`config.mk`:
```
export PLATFORM = sky130hd
export DESIGN_NAME = inst_fetch_flat
export DESIGN_NICKNAME = d
export VERILOG_FILES = /design/src/rtl/inst_fetch_if.sv /design/src/rtl/inst_fetch.sv /design/src/flat_wrapper.sv
export SDC_FILE = /design/constraint.sdc
export NUM_CORES = 1
export LEC_CHECK = 0
export ABC_AREA = 1
export BUFFER_PORTS_ARGS = -buffer_cell sky130_fd_sc_hd__buf_2
export CORE_UTILIZATION = 25
export DETAILED_ROUTE_END_ITERATION = 16
export PLACE_DENSITY = 0.51
export SLEW_MARGIN = 20
export SYNTH_ARGS = -nofsm -noshare
export SYNTH_HDL_FRONTEND = slang
export SYNTH_SLANG_ARGS = --single-unit
```
`constraint.sdc`:
```
create_clock -name clock -period 1.55 [get_ports clock]
set_clock_uncertainty 0.1 [all_clocks]
set_input_delay 0.31 -clock clock [delete_from_list [all_inputs] [get_ports clock]]
set_output_delay 0.31 -clock clock [all_outputs]
set_load 0.01 [all_outputs]
```
`src/rtl/inst_fetch_if.sv`:
```
// Instruction-memory bus between inst_fetch (master) and instruction memory (slave).
// One request is outstanding at a time; imem_rdata is valid with imem_ack while imem_req is high.
interface inst_fetch_if;
   logic        imem_req;
   logic [31:0] imem_addr;
   logic        imem_ack;
   logic [31:0] imem_rdata;

   modport master (
      output imem_req,
      output imem_addr,
      input  imem_ack,
      input  imem_rdata
   );

   modport slave (
      input  imem_req,
      input  imem_addr,
      output imem_ack,
      output imem_rdata
   );
endinterface

```
`src/rtl/inst_fetch.sv`:
```
// inst_fetch: instruction fetch stage of the NIOS II-subset core, feeding ctrl_unit.
// Owns the PC, issues single-outstanding word requests, holds the presented word under
// stall and flushes on a branch redirect.
// Optional feature: define FETCH_BR_PREDECODE_EN to follow unconditional `br` words
// (opcode 6'b000110) at fetch time instead of waiting for branch_taken.
module inst_fetch #(
   parameter logic [31:0] RESET_PC = 32'h0000_0000
) (
   input  logic                clock,
   input  logic                reset,
   input  logic                stall,
   input  logic                branch_taken,
   input  logic [31:0]         branch_target,
   inst_fetch_if.master        imem,
   output logic [31:0]         inst_out,
   output logic [31:0]         pc_out,
   output logic                inst_valid
);

   typedef enum logic [1:0] {
      S_IDLE  = 2'd0,
      S_FETCH = 2'd1,
      S_HOLD  = 2'd2
   } state_t;

   // Both the reset PC and redirect targets are word addresses.
   localparam logic [31:0] RESET_PC_W = RESET_PC & ~32'h3;

   state_t      state;
   state_t      state_nxt;
   logic [31:0] pc;
   logic [31:0] pc_nxt;
   logic [31:0] inst_nxt;
   logic [31:0] pc_out_nxt;
   logic        valid_nxt;
   logic [31:0] target_w;
   logic [31:0] seq_pc;
   logic [31:0] fetch_pc;
   logic        ack_acc;
   logic        consume;

   assign target_w = branch_target & ~32'h3;
   assign seq_pc   = pc + 32'd4;

   // The request address is the PC register itself, so it cannot move while a request waits.
   assign imem.imem_addr = pc;
   assign imem.imem_req  = (state == S_FETCH) && !(inst_valid && stall);

   // An ack only counts while a request is actually being made.
   assign ack_acc = imem.imem_req && imem.imem_ack;
   assign consume = inst_valid && !stall;

   // Address of the word after the one being returned now.
`ifdef FETCH_BR_PREDECODE_EN
   logic        is_br;
   logic [31:0] br_offset;

   assign is_br     = (imem.imem_rdata[5:0] == 6'b000110);
   assign br_offset = {{16{imem.imem_rdata[21]}}, imem.imem_rdata[21:6]};
   assign fetch_pc  = is_br ? ((seq_pc + br_offset) & ~32'h3) : seq_pc;
`else
   assign fetch_pc  = seq_pc;
`endif

   // Next-state and next-output selection: redirect beats ack, ack beats consume.
   always_comb begin
      // NOTE: every target gets a hold value first so no path can infer a latch.
      state_nxt  = state;
      pc_nxt     = pc;
      inst_nxt   = inst_out;
      pc_out_nxt = pc_out;
      valid_nxt  = inst_valid;

      if (branch_taken) begin
         // Flush: any same-cycle ack data is dropped and the PC is not advanced.
         pc_nxt    = target_w;
         valid_nxt = 1'b0;
         state_nxt = S_FETCH;
      end else if (ack_acc) begin
         inst_nxt   = imem.imem_rdata;
         pc_out_nxt = pc;
         valid_nxt  = 1'b1;
         pc_nxt     = fetch_pc;
         state_nxt  = stall ? S_HOLD : S_FETCH;
      end else begin
         if (consume) begin
            valid_nxt = 1'b0;
         end
         case (state)
            S_IDLE:  state_nxt = S_FETCH;
            S_HOLD:  if (!stall) state_nxt = S_FETCH;
            default: state_nxt = state;
         endcase
      end
   end

   // State, PC and presented-instruction registers with synchronous active-low reset.
   always_ff @(posedge clock) begin
      // NOTE: registers use non-blocking assignments so every flop samples pre-edge values.
      if (!reset) begin
         state      <= S_IDLE;
         pc         <= RESET_PC_W;
         inst_out   <= 32'h0;
         pc_out     <= 32'h0;
         inst_valid <= 1'b0;
      end else begin
         state      <= state_nxt;
         pc         <= pc_nxt;
         inst_out   <= inst_nxt;
         pc_out     <= pc_out_nxt;
         inst_valid <= valid_nxt;
      end
   end

endmodule

```
`src/flat_wrapper.sv`:
```
// flat-port wrapper written by rule: the top's interface ports become plain ports
module inst_fetch_flat 
#(
   parameter logic [31:0] RESET_PC = 32'h0000_0000
)
  (clock, reset, stall, branch_taken, branch_target, inst_out, pc_out, inst_valid, imem_imem_req, imem_imem_addr, imem_imem_ack, imem_imem_rdata);
  inst_fetch_if imem_i ();
  input  logic clock;
  input  logic reset;
  input  logic stall;
  input  logic branch_taken;
  input  logic [31:0] branch_target;
  output logic [31:0] inst_out;
  output logic [31:0] pc_out;
  output logic inst_valid;
  output wire logic [$bits(imem_i.imem_req)-1:0] imem_imem_req;
  output wire logic [$bits(imem_i.imem_addr)-1:0] imem_imem_addr;
  input wire logic [$bits(imem_i.imem_ack)-1:0] imem_imem_ack;
  input wire logic [$bits(imem_i.imem_rdata)-1:0] imem_imem_rdata;
  assign imem_imem_req = imem_i.imem_req;
  assign imem_imem_addr = imem_i.imem_addr;
  assign imem_i.imem_ack = imem_imem_ack;
  assign imem_i.imem_rdata = imem_imem_rdata;
  inst_fetch #(.RESET_PC(RESET_PC)) u_core (.clock(clock), .reset(reset), .stall(stall), .branch_taken(branch_taken), .branch_target(branch_target), .imem(imem_i), .inst_out(inst_out), .pc_out(pc_out), .inst_valid(inst_valid));
endmodule
```
==> results of run 1 <==
[cells in the mapped netlist]
master,instances,area [um^2]
nand3_2,4,40.0
nand4_2,1,12.5
conb_1,1,3.75
nor3_1,8,40.0
buf_2,13,65.1
a211oi_1,2,15.0
nand4_1,10,62.6
buf_4,5,37.5
nand3b_1,8,60.1
xor2_1,5,43.8
o21ai_0,33,165
o21a_1,12,90.1
clkbuf_1,17,63.8
and2_1,1,6.26
o21ai_1,2,10.0
inv_2,3,11.3
nand2_2,1,6.26
a21oi_1,65,325
nand2_1,191,717
nor2_1,58,218
inv_1,56,210
dfxtp_1,95,1900
nor2_2,5,31.3
nor2_4,3,33.8
a31oi_1,6,37.5
a22oi_1,1,7.51
clkinv_1,1,3.75
clkbuf_2,1,5.00
nand3_1,32,160
ha_1,1,12.5
[worst max-delay path, stage by stage, from the launching register on]
cell	delay (ps)
dfxtp_2	320
inv_2	70
nor2_4	40
buf_4	130
buf_6	100
nand2_2	40
inv_1	30
buf_2	120
[placed cells by master, fill, tap and decap left out, types with 6 or more instances in the layout]
cell and instances:
a21oi_1 54, nor3_1 7, inv_1 53, o21a_1 12
nor2_2 16, dfxtp_1 89, o21ai_0 26, buf_6 8
nor2_1 42, nand2_1 185, buf_12 9, nor2_4 8
buf_4 82, nand3_1 31, clkbuf_16 19, nand3b_1 8
nand4_1 10, a21oi_2 11, a31oi_1 6, o21ai_1 9
buf_2 160
[kinds of logic (layout without fill, tap and decap cells)]
family	count (synthesis)	count (layout)	synth area share, %
AND/OR/NAND/NOR	322	322	31.6
XOR/XNOR	5	5	0.996
buffers and inverters	96	352	9.02
adder cells (fa/ha/maj)	1	1	0.285
flip-flops	95	95	43.3
AO/OA/AOI/OAI	121	121	14.8
other	1	4	0.0853
[timing repair]
item                       CTS  global route
setup buffers                5             9
pin swaps                    9             4
gates cloned                 1            17
setup endpoints to repair   30            91
resized for setup           23            60
[power groups by stage]
stage | clock (mW) | combinational [mW] | sequential, mW
2_1_floorplan | 0 | 0.335 | 2.74
3_3_place_gp | 0 | 0.851 | 2.67
3_5_place_dp | 0 | 0.850 | 2.68
4_1_cts | 2.31 | 0.877 | 2.62
5_1_grt | 2.40 | 1.11 | 2.63
6_report | 2.22 | 1.02 | 2.62
[area by class of cell]
class                           instances  area [um^2]  share of cell area (%)
Multi-Input combinational cell        453         2290                    32.4
Timing Repair Buffer                  275         2050                    29.0
Sequential cell                        95         1920                    27.1
Tap cell                              225          282                    3.98
Inverter                               60          239                    3.38
Clock buffer                           11          233                    3.29
Clock inverter                          5         48.8                   0.690
Timing Repair inverter                  1         16.3                   0.230
[state kept, by name, indices dropped and copies added, names as in the netlist]
signal                 count
u_core.imem.imem_addr     30
u_core.state               2
u_core.pc_out             30
u_core.inst_valid          1
u_core.inst_out           32
[routing by layer]
| metal | up-vias | track usage (%) |
|---|---|---|
| li1 | 2568 | - |
| met1 | 2368 | 23.4 |
| met2 | 158 | 26.3 |
| met3 | 14 | 4.32 |
| met4 | 0 | 4.49 |
| met5 | - | 0 |
[worst max path at each step]
stage	startpoint	to	slack [ps]
6_report	u_core.state[0]	imem_imem_req	-70
5_1_grt	u_core.imem.imem_addr[3]	u_core.imem.imem_addr[28]	-160
3_3_place_gp	u_core.imem.imem_addr[2]	u_core.imem.imem_addr[28]	-70
3_5_place_dp	stall	u_core.imem.imem_addr[4]	-90
2_1_floorplan	u_core.imem.imem_addr[2]	u_core.imem.imem_addr[22]	10
4_1_cts	u_core.imem.imem_addr[3]	u_core.imem.imem_addr[28]	-60
[metrics by stage]
stage / cells / total power, mW / TNS, ps / hold slack [ps]
CTS: 1100 / 5.80 / -129 / 83.2
global placement: 1078 / 3.53 / -802 / 346
finish: 1125 / 5.87 / -978 / 100
detailed placement: 1078 / 3.52 / -1240 / 350
floorplan: 644 / 3.08 / 0 / 314
global route: 1125 / 6.15 / -6640 / 83.3
==> qor.txt, run 1 <==
hold wc startpoint -> imem_imem_rdata[22]
cts bufs inserted -> 9
metal3 WL -> 1040 um
combinational power share -> 17.4%
critical path class -> flop to primary output
Internal -> 4.27 mW
P_leak -> 3.31 nW
RR Startpoint -> u_core.imem.imem_addr[3]
Via density -> 4.54
RSZ-0062 raised after global routing -> true
WL met2 -> 8030 um
die height -> 135 um
CTS Buffer Depth -> 2
# IOs -> 167
# fillers -> 1808
clk_lat worst skew -> 350 ps
global route overflow -> 0
layout cell share with drive strength beyond 1 -> 39.0%
Critical Path Sink Type -> primary output
Hold Path End -> u_core.inst_out[22]
Sink Count -> 95
Syn Inst Count -> 641
Hold Path Depth -> 3
Final min period -> 1620 ps
Yosys warning total -> 0
HP Class -> primary input to flop
Switching Power -> 1.60 mW
cell area power density -> 829 nW/um^2
Port Buffers -> 160
hold_buf cts -> 0
fin worst setup slack -> -73.7 ps
flop2flop setup slack -> -60 ps
Final ANT Viol Nets -> 0
post-synthesis area per instance -> 6.86 um^2
final hold violation count -> 0
via count -> 5108
Core Area -> 17200 um^2
CTS root buffer -> clkbuf_16
global-route wire length before repair -> 23800 um
DRT Wirelength -> 17100 um
Clk pwr share -> 37.9%
Layout Nets -> 965
Slew Limit Fails -> 0
Residual DRC -> 0
initial antenna violation count -> 0
path depth of the worst reg2reg path -> 11
Reg clk slew, reported paths -> 70 ps
hpwl dp -> 10900 um
CTS tree -> built
Seq pwr share -> 44.7%
Req. time, crit path -> 1140 ps
H-tree depth -> 3
max layer used -> met4
starting density of the core -> 25.5%
GR Util All Layers -> 17.0%
status -> complete, but fails checks
pin count of the biggest net entering global routing -> 44
Area after DPL -> 6070 um^2
die area -> 18100 um^2
row count -> 48
r2r endpoint -> u_core.imem.imem_addr[28]
Final Util -> 41.1%
design area -> 7080 um^2
Die Span X -> 135 um
Area Growth Syn to Fin -> 61.0%
Yosys cell types -> 30
setup violators final -> 40
gpl congestion -> 0.816
post-route clock period utilization -> 105%
DR iter-0 viols -> 229
switching portion of total power -> 27.2%
Met1 Wirelength -> 7890 um
startpoint types -> flop
# Max-Cap Violations -> 0
Achievable Freq -> 616 MHz
WL/cell -> 15.2 um
failing checks -> negative setup slack
Post-Syn Area -> 4400 um^2
arrival time at the worst endpoint -> 1210 ps
maximum vdd drop -> 0.000490 V
diode count -> 0
sequential cell area fraction in the yosys report -> 43.3%
worst slack at placement -> -94.9 ps
crit-path max FO -> 2
first-pass detailed-route iteration total -> 5
Yosys reg bits -> 95
vias in the first global route -> 4398
Note: power is estimated with default switching activity, not from simulation.
==> inputs of run 2 (changes only) <==
--- a/config.mk
+++ b/config.mk
@@ -7,9 +7,9 @@
 export LEC_CHECK = 0
 export ABC_AREA = 1
 export BUFFER_PORTS_ARGS = -buffer_cell sky130_fd_sc_hd__buf_2
-export CORE_UTILIZATION = 25
+export CORE_UTILIZATION = 40
 export DETAILED_ROUTE_END_ITERATION = 16
-export PLACE_DENSITY = 0.51
+export PLACE_DENSITY = 0.73
 export SLEW_MARGIN = 20
 export SYNTH_ARGS = -nofsm -noshare
 export SYNTH_HDL_FRONTEND = slang
==> qor.txt, run 2 (synthesized netlist as in run 1, its figures left out) <==
status -> complete, but fails checks
failing checks -> negative setup slack
RSZ-0062 raised after global routing -> true
final non-filler cell total -> 990 (-12%)
global-route wire length before repair -> 20300 um (-15%)
Achievable Freq -> 632 MHz (+2.6%)
Port Buffers -> 160 (unchanged)
H-tree depth -> 3 (unchanged)
FF+latch area -> 1920 um^2 (+0.26%)
flop2flop setup slack -> -30 ps (+30 ps)
gpl congestion -> 0.930 (+14%)
DR iter-0 viols -> 258 (+13%)
maximum vdd drop -> 0.000436 V (-11%)
Die Span X -> 107 um (-21%)
Slew Limit Fails -> 0 (unchanged)
Final Util -> 58.7% (+18 points)
worst slack at placement -> -52.7 ps (+42.2 ps)
WL/cell -> 12.9 um (-15%)
Req. time, crit path -> 1720 ps (+580 ps)
arrival time at the worst endpoint -> 1760 ps (+550 ps)
Reg clk slew, reported paths -> 100 ps (+30 ps)
row count -> 37 (-23%)
area occupied by multi-input gates -> 2260 um^2 (-1.1%)
crit-path max FO -> 4 (+2)
Worst Setup SP -> u_core.imem.imem_addr[2]
CTS tree -> built
setup violators final -> 3 (-93%)
clk_lat worst skew -> 360 ps (about the same)
Switching Power -> 1.47 mW (-7.9%)
startpoint types -> flop
combinational power share -> 16.5% (-0.9 points)
initial antenna violation count -> 0 (unchanged)
global route overflow -> 0 (unchanged)
DRT Wirelength -> 12800 um (-25%)
HP Class -> primary input to flop
Area Growth Syn to Fin -> 40.3%
WP buf/inv -> 2 (-3)
first-pass detailed-route iteration total -> 4 (-1)
final hold violation count -> 0 (unchanged)
post-route clock period utilization -> 102% (-2.6 points)
cell area power density -> 810 nW/um^2 (-2.3%)
hold wc startpoint -> imem_imem_rdata[14]
starting density of the core -> 41.8% (+16 points)
Final min period -> 1580 ps (-40.8 ps)
die area -> 11400 um^2 (-37%)
cts bufs inserted -> 9 (unchanged)
cells along the critical path -> ha_4, nand2_4, nor2_4, nand3b_1, nor2_1, buf_4, nand2_2, nand2_1, nand3b_1, nand2_1, inv_1
Critical Path Sink Type -> flop
Core Area -> 10500 um^2 (-39%)
Internal -> 3.52 mW (-18%)
Clk pwr share -> 30.9% (-7.0 points)
via count -> 4837 (-5.3%)
Largest register FFs -> 32 (unchanged)
CP delay by family, top -> simple AND/OR/NAND/NOR gates
Final ANT Viol Nets -> 0 (unchanged)
critical path class -> flop to flop
crit path max-delay cell type -> dfxtp_4
die height -> 107 um (-21%)
vias in the first global route -> 4324 (-1.7%)
fin worst setup slack -> -32.9 ps (+40.8 ps)
Sink Count -> 95 (unchanged)
design area -> 6170 um^2 (-13%)
hold_buf cts -> 0 (unchanged)
Via density -> 4.89 (+7.6%)
CTS Buffer Depth -> 2 (unchanged)
Area after DPL -> 5780 um^2 (-4.7%)
GR Util All Layers -> 22.3% (+5.3 points)
Seq pwr share -> 52.6% (+7.9 points)
diode count -> 0 (unchanged)
highest-count cells in the layout ignoring fill and taps -> nand2_1 (185), buf_2 (159), dfxtp_1 (85)
Worst path max stage delay -> 380 ps (+60 ps)
Inst Count DP -> 971 (-9.9%)
Top reg by flops -> u_core.inst_out
# Max-Cap Violations -> 0 (unchanged)
Residual DRC -> 0 (unchanged)
# fillers -> 1019 (-44%)
# IOs -> 167 (unchanged)
switching portion of total power -> 29.5% (+2.2 points)
Layout Nets -> 919 (-4.8%)
RR Startpoint -> u_core.imem.imem_addr[2]
layout cell share with drive strength beyond 1 -> 34.9% (-4.1 points)
P_leak -> 2.95 nW (-11%)
CTS root buffer -> clkbuf_8
pin count of the biggest net entering global routing -> 38 (-14%)
Design Power -> 4.99 mW (-15%)
hpwl dp -> 9350 um (-15%)
most common cell after layout, fill and taps aside -> nand2_1
[run 2: cell types whose count changed in the layout (fill, tap and decap cells not counted), sizes merged]
cell | before | now
bufinv | 1 | 0
clkbuf | 21 | 10
clkinvlp | 1 | 2
buf | 265 | 229
inv | 58 | 62
clkinv | 6 | 3
[run 2: repair_timing]
item | 4_1_cts | 5_1_grt
cloned | 0 | 1
pin swaps | 3 | 6
resized for setup | 9 | 41
hold endpoints to repair | 0 | 0
setup buffers | 0 | 2
setup endpoints to repair | 21 | 51
[run 2: cell type report]
| cell class | instances | area share [%] |
|---|---|---|
| multi-input combinational | 453 | 36.7 |
| sequential | 95 | 31.2 |
| timing repair buffer | 230 | 22.7 |
| inverter | 60 | 3.69 |
| tap | 136 | 2.76 |
| clock buffer | 9 | 2.01 |
| clock inverter | 7 | 0.933 |
[run 2: final timing paths]
| path | to | cells after the start |
|---|---|---|
| worst max-delay path | u_core.imem.imem_addr[28] | 11 |
| worst min-delay path | u_core.inst_out[14] | 3 |
| worst max register to register | u_core.imem.imem_addr[28] | 11 |
| worst min register to register | u_core.inst_out[22] | 2 |
[run 2: power groups by stage]
| stage | Sequential [mW] | Clock, mW | Combinational, mW |
|---|---|---|---|
| global route | 2.64 | 1.67 | 0.911 |
| CTS | 2.62 | 1.58 | 0.802 |
| detailed placement | 2.68 | 0 | 0.796 |
| global placement | 2.68 | 0 | 0.791 |
| finish | 2.63 | 1.54 | 0.823 |
| floorplan | 2.74 | 0 | 0.335 |
[run 2: metrics by stage]
stage / hold WS, ps / TNS, ps
finish: 79.9 / -70.9
global route: 65.2 / -1140
CTS: 61.4 / -49.9
detailed placement: 348 / -531
global placement: 343 / -416
floorplan: 314 / 0
[run 2: per-layer routing]
metal | part of all wire [%] | up-vias | routed length (um) | track usage (%)
met5 | 0 | - | 0 | 0
met4 | 1.8 | 0 | 228 | 6.65
met3 | 7.2 | 20 | 926 | 5.17
met2 | 47 | 150 | 6000 | 37.7
met1 | 44 | 2194 | 5630 | 28.2
li1 | - | 2473 | - | -
[run 2: worst reg2reg max path, delay by kind of cell, from the launching register on]
family | cells | cell delay [ps]
and+or+nand+nor | 8 | 680
DFF | 1 | 380
buffers and inverters | 2 | 190
adders and majority gates | 1 | 140
